[src/rtl/c_sel_a_20bit_pkg.sv]
// Shared constants and helpers for the carry-select adder.
package c_sel_a_20bit_pkg;

  localparam int unsigned DEF_WIDTH = 20;
  localparam int unsigned DEF_BLK   = 4;

  // Number of carry-select blocks, ceil(w / b).
  function automatic int unsigned num_blocks(input int unsigned w, input int unsigned b);
    return (w + b - 1) / b;
  endfunction

endpackage

[src/rtl/csel_block.sv]
// One carry-select stage: dual ripple adders (carry-in 0 and 1) and a select mux.
module csel_block #(
  parameter int unsigned N = 4
) (
  input  logic [N-1:0] a,
  input  logic [N-1:0] b,
  input  logic         c_sel,
  output logic [N-1:0] s,
  output logic         c_out
);

  logic [N-1:0] w_s0;
  logic [N-1:0] w_s1;
  logic         w_c0;
  logic         w_c1;

  always_comb begin
    logic k0;
    logic k1;
    k0   = 1'b0;
    k1   = 1'b1;
    w_s0 = '0;
    w_s1 = '0;
    for (int k = 0; k < N; k++) begin
      w_s0[k] = a[k] ^ b[k] ^ k0;
      w_s1[k] = a[k] ^ b[k] ^ k1;
      k0      = (a[k] & b[k]) | (k0 & (a[k] ^ b[k]));
      k1      = (a[k] & b[k]) | (k1 & (a[k] ^ b[k]));
    end
    w_c0 = k0;
    w_c1 = k1;
  end

  assign s     = c_sel ? w_s1 : w_s0;
  assign c_out = c_sel ? w_c1 : w_c0;

endmodule

[src/rtl/c_sel_a_20bit.sv]
// Carry-select adder with combinational sum/carry and a registered copy.
module c_sel_a_20bit
  import c_sel_a_20bit_pkg::*;
#(
  parameter int unsigned width = DEF_WIDTH,
  parameter int unsigned BLK   = DEF_BLK
) (
  input  logic             clk,
  input  logic             rst,
  input  logic [width-1:0] A,
  input  logic [width-1:0] B,
  input  logic             cin,
  output logic [width-1:0] S,
  output logic             cout,
  output logic [width-1:0] S_q,
  output logic             cout_q
);

  localparam int unsigned NB = num_blocks(width, BLK);

  logic [width-1:0] r_s;
  logic             r_cout;

  for (genvar i = 0; i < NB; i++) begin : g_blk
    localparam int unsigned Lo = i * BLK;
    // The top block takes whatever bits remain.
    localparam int unsigned N  = (width - Lo < BLK) ? (width - Lo) : BLK;

    logic [N-1:0] w_s;
    logic         w_co;

    if (i == 0) begin : g_ripple
      always_comb begin
        logic c;
        c   = cin;
        w_s = '0;
        for (int k = 0; k < N; k++) begin
          w_s[k] = A[k] ^ B[k] ^ c;
          c      = (A[k] & B[k]) | (c & (A[k] ^ B[k]));
        end
        w_co = c;
      end
    end else begin : g_csel
      csel_block #(
        .N(N)
      ) u_blk (
        .a    (A[Lo+N-1:Lo]),
        .b    (B[Lo+N-1:Lo]),
        .c_sel(g_blk[i-1].w_co),
        .s    (w_s),
        .c_out(w_co)
      );
    end

    assign S[Lo+N-1:Lo] = w_s;
  end

  assign cout = g_blk[NB-1].w_co;

  always_ff @(posedge clk) begin
    if (rst) begin
      r_s    <= '0;
      r_cout <= 1'b0;
    end else begin
      r_s    <= S;
      r_cout <= cout;
    end
  end

  assign S_q    = r_s;
  assign cout_q = r_cout;

endmodule

[config.mk]
export PLATFORM = sky130hd
export DESIGN_NAME = c_sel_a_20bit
export DESIGN_NICKNAME = d
export VERILOG_FILES = /design/src/rtl/c_sel_a_20bit_pkg.sv /design/src/rtl/csel_block.sv /design/src/rtl/c_sel_a_20bit.sv
export SDC_FILE = /design/constraint.sdc
export NUM_CORES = 1
export LEC_CHECK = 0
export CORE_MARGIN = 2
export CORE_UTILIZATION = 35
export CTS_BUF_LIST = sky130_fd_sc_hd__clkbuf_8
export DETAILED_ROUTE_END_ITERATION = 16
export PLACE_DENSITY = 0.81
export SYNTH_ARGS = -nofsm -noshare
export SYNTH_HDL_FRONTEND = slang
export SYNTH_SLANG_ARGS = --single-unit
[constraint.sdc]
create_clock -name clk -period 9.7 [get_ports clk]
set_input_delay 0.97 -clock clk [delete_from_list [all_inputs] [get_ports clk]]
set_output_delay 0.97 -clock clk [all_outputs]
set_load 0.05 [all_outputs]
; ---- Word level (Yosys, flattened, before mapping)
; Index checks and enable logic that the tools add are counted.
[totals]
ff_bits = 21
latchBits = 0
ram_bits = 0
mem_bits_ro = 0
in_bits = 43
word_cells = 142
mem_count = 0
[classes]
n_addsub = 0
n_mul = 0
n_div = 0
n_lt_le_gt_ge = 0
eq_ne = 0
n_shift = 0
n_mux = 8
bitwise = 132
reduce_logical = 0
[ops]
columns = cell, count
row1 = $and A1 B1 Y1, 48
row2 = $xor A1 B1 Y1, 48
row3 = $or A1 B1 Y1, 32
row4 = $mux W4, 4
row5 = $mux W1, 4
row6 = $not A1 Y1, 4

; ---- Depth between registers and ports, before layout
[logic_depth]
ltp_word = 13
ltp_mapped = 26
ltp_nobuf = 26

; ---- Modules after synthesis
; Synthesis repeated with hierarchy kept, for this count alone.
[unflattened]
hier_cells = 134
area_unflattened_um2 = 1317.5
[modules_own_cells]
columns = module, instances, cells_each, area_per_inst_um2, seq_area_each_um2
row1 = c_sel_a_20bit, 1, 58, 732.0, 420.4
row2 = csel_block at g_blk[1].g_csel.u_blk ..., 2, 19, 148.9, 0.0
row3 = csel_block at g_blk[3].g_csel.u_blk ..., 2, 19, 143.9, 0.0

; ---- Worst setup path before layout
; No wires, ideal clock.
[synth_timing]
path_kind = input-to-output
from = in A[0]
to = out S[19]
arrival_time_ns = 7.829
required_ns = 8.730
slack_ns = 0.901
stages = 26
n_path_buf = 0
path_cell_list = fa_1 fa_1 fa_1 inv_1 fa_1 mux2i_1 fa_1 inv_1 fa_1 inv_1 fa_1 mux2i_1 fa_1 fa_1 fa_1 mux2i_1 fa_1 fa_1 fa_1 nor2_1 a21oi_1 fa_1 fa_1 inv_1 fa_1 inv_1
[synth_between]
elab_chain_len = 13
[synth_lines]
columns = element, line_no
row1 = "start, declared", c_sel_a_20bit.sv:10  ; input logic [width-1:0] A,
row2 = $xor A1 B1 Y1, c_sel_a_20bit.sv:39  ; c = (A[k] & B[k]) | (c & (A[k] ^ B[k]));
row3 = $and A1 B1 Y1, c_sel_a_20bit.sv:39
row4 = $or A1 B1 Y1 *, c_sel_a_20bit.sv:39
row5 = $and A1 B1 Y1 *, c_sel_a_20bit.sv:39
row6 = $or A1 B1 Y1 *, c_sel_a_20bit.sv:39
row7 = $and A1 B1 Y1 *, c_sel_a_20bit.sv:39
row8 = $or A1 B1 Y1 *, c_sel_a_20bit.sv:39
row9 = $and A1 B1 Y1 *, c_sel_a_20bit.sv:39
row10 = $or A1 B1 Y1 *, c_sel_a_20bit.sv:39
row11 = $mux W1 * (3 in series), csel_block.sv:35  ; assign c_out = c_sel ? w_c1 : w_c0;
row12 = $mux W4 *, csel_block.sv:34  ; assign s = c_sel ? w_s1 : w_s0;
row13 = "end, declared", c_sel_a_20bit.sv:13  ; output logic [width-1:0] S,
; Mark *: on every way between the ends. The rest lies on a longest branch, timed or not.

; ---- Worst setup path after layout
; Same ends and word-level chain as after synthesis.

==> impl_metrics.ini <==
[logic_synthesis]
ys_ff_latch = 21
syn-num-nets = 169
syn_inst = 102
synth_top_area_share_pct = 36.7
synth_edf_count = 0
synth_area_per_cell_um2 = 11.2
synth_area_leaders = dfxtp_1, fa_1, ha_1
yosys_most_used_dff = dfxtp_1
synth_common_cells = inv_1, dfxtp_1, fa_1
syn_area_um2 = 1140
yosysMostFrequentCell = inv_1
synth.largest_area_cell = dfxtp_1
yosys_warnings = 0
synth_cell_types = 13
synth_seq_area_share_pct = 36.7
async_flop_share_pct = 0

[global_routing]
grt.overflow.total = 0
grt_pass1_vias = 1079
grt_max_degree = 22
antenna_found_initial = 0
grt_usage_pct = 15.9
grt_pass1_wl_um = 4350

[placement]
portBuffers = 84
dp.final_hpwl_um = 2320
gp_congestion = 0.691
pre_cts_slack_ns = 0.196

[timing]
min_period_over_period_pct = 95.6
rsz0062_at_grt = false
fin_setup_tns_ns = 0
final.setup.worst_slack_ns = 0.425
tightest_slew_ns = 0.747
fmax_mhz = 108
relSlewSlack_pct = 50.1
finalSetupViolCount = 0
whs_ns = 1.45
finalCriticalPeriod_ns = 9.27
drv_slew = 0
hold_viol_final = 0

[clocking]
cts_resized = 0
cts_tree = yes
clkSinkCount = 21
htree_levels = 1
cts_buffers = 3
cts_hold_buf = 0
post-cts-setup-buffer-count = 0
clock_tree.root_cell = clkbuf_8
clk_pin_slew_worst_paths_ns = 0.07
clockBufferDepth = 2

[finish]
antennaDiodeCount = 0
final_util_pct = 68.4
nets = 256
layout-drive-gt1-share_pct = 6.38
nFillCells = 242
area_growth_syn_to_layout_pct = 83.8

[drt]
vias = 950
viasPerCell = 4.09
wl_per_cell_um = 11.3
drt_iter0_drc = 17
wirelength_um = 2610
ant_nets = 0
drc = 0
firstDrtPassIters = 4

[die]
die_y_um = 61.2
initial_core_util_pct = 37.2
rows = 20
dieArea_um2 = 3740
io_pins = 85
die_w_um = 61.2
core_area_um2 = 3080

[critical_path]
crit_family = adder cells
path_buf_inv = 7
slowest_stage = fa_1
cp_max_fo = 3
path_class = input pin to primary output
start_kind = input pin
cp_common_cell = fa_1
worst_setup_path_end_kind = primary output
crit_arrival_ns = 8.30
critPathMaxStageDelay_ns = 0.45
worstPathRequired_ns = 8.73

[run]
maxCapViolCount = 0

[power]
fin_total_pwr_mw = 0.383
p_leak_nw = 0.927
peakVddDrop_v = 0.0000992
powerDensity_nw_per_um2 = 182

[status]
status = finished, final reports clean

[worst_hold_path]
worstHoldPathCells = 4
hold_end = S_q[6]
min_from = B[6]
hp-class = input pin to flop
## report_power, final
group          leakage [nW]  internal, mW  switching, mW
clock network        0.0255        0.0285         0.0265
logic                 0.726        0.0863          0.141
registers             0.175        0.0976        0.00256
## cells in the final DEF, fill, tap and decap left out
cell type,n
xnor2_1,1
nor2b_1,14
clkdlybuf4s50_1,81
dfxtp_1,21
fa_1,12
and2b_2,1
xor2_1,3
mux2i_1,3
ha_1,8
clkbuf_8,3
and2b_1,2
nor2_1,5
clkinv_2,1
buf_12,2
fa_2,4
a21oi_1,1
buf_4,1
inv_1,25
## how the worst max path moves through the flow
stage,start,to,slack [ns],cells after the start
after floorplan,A[0],S[19],0.90,26
after global placement,A[0],S[19],0.33,28
after detailed placement,A[0],S[19],0.20,28
after CTS,A[0],S[19],0.18,28
after global routing,A[0],S[19],0.03,28
final,A[0],S[19],0.43,28
## registers in the layout (all words and copies together) (netlist names)
name    count
S_q        20
cout_q      1
## kinds of logic after synthesis
kind of cell | count (synthesis) | synth area share (%)
buffers and inverters | 27 | 9.07
adders and majority gates | 24 | 36.7
and+or+nand+nor | 22 | 11.4
DFF | 21 | 36.7
xor gates and xnor gates | 4 | 3.06
muxes | 3 | 2.62
AOI/OAI and AO/OA | 1 | 0.437
## area by class of cell
cell class / instances / area [µm²] / share of cell area (%)
inverters: 25 / 93.8 / 4.46
clock buffers: 3 / 41.3 / 1.96
multi-input cells: 54 / 631 / 30.0
flip-flops and latches: 21 / 420 / 20.0
well taps: 44 / 55.1 / 2.62
repair buffers: 84 / 858 / 40.8
clock inverters: 1 / 5.00 / 0.238
## stage by stage
stage / instances / area (µm²)
floorplan: 102 / 1140
global placement: 228 / 2050
CTS: 232 / 2090
global route: 232 / 2100
finish: 232 / 2100
detailed placement: 228 / 2050
## layer usage
layer  GRT usage [%]  part of all wire, %  vias up
li1                -                    -      459
met1            13.8                   32      448
met2            33.0                   59       41
met3            3.36                  7.7        2
met4            8.07                  1.3        0
met5               0                    0        -
No activity file was read; power rests on OpenSTA's default activity.
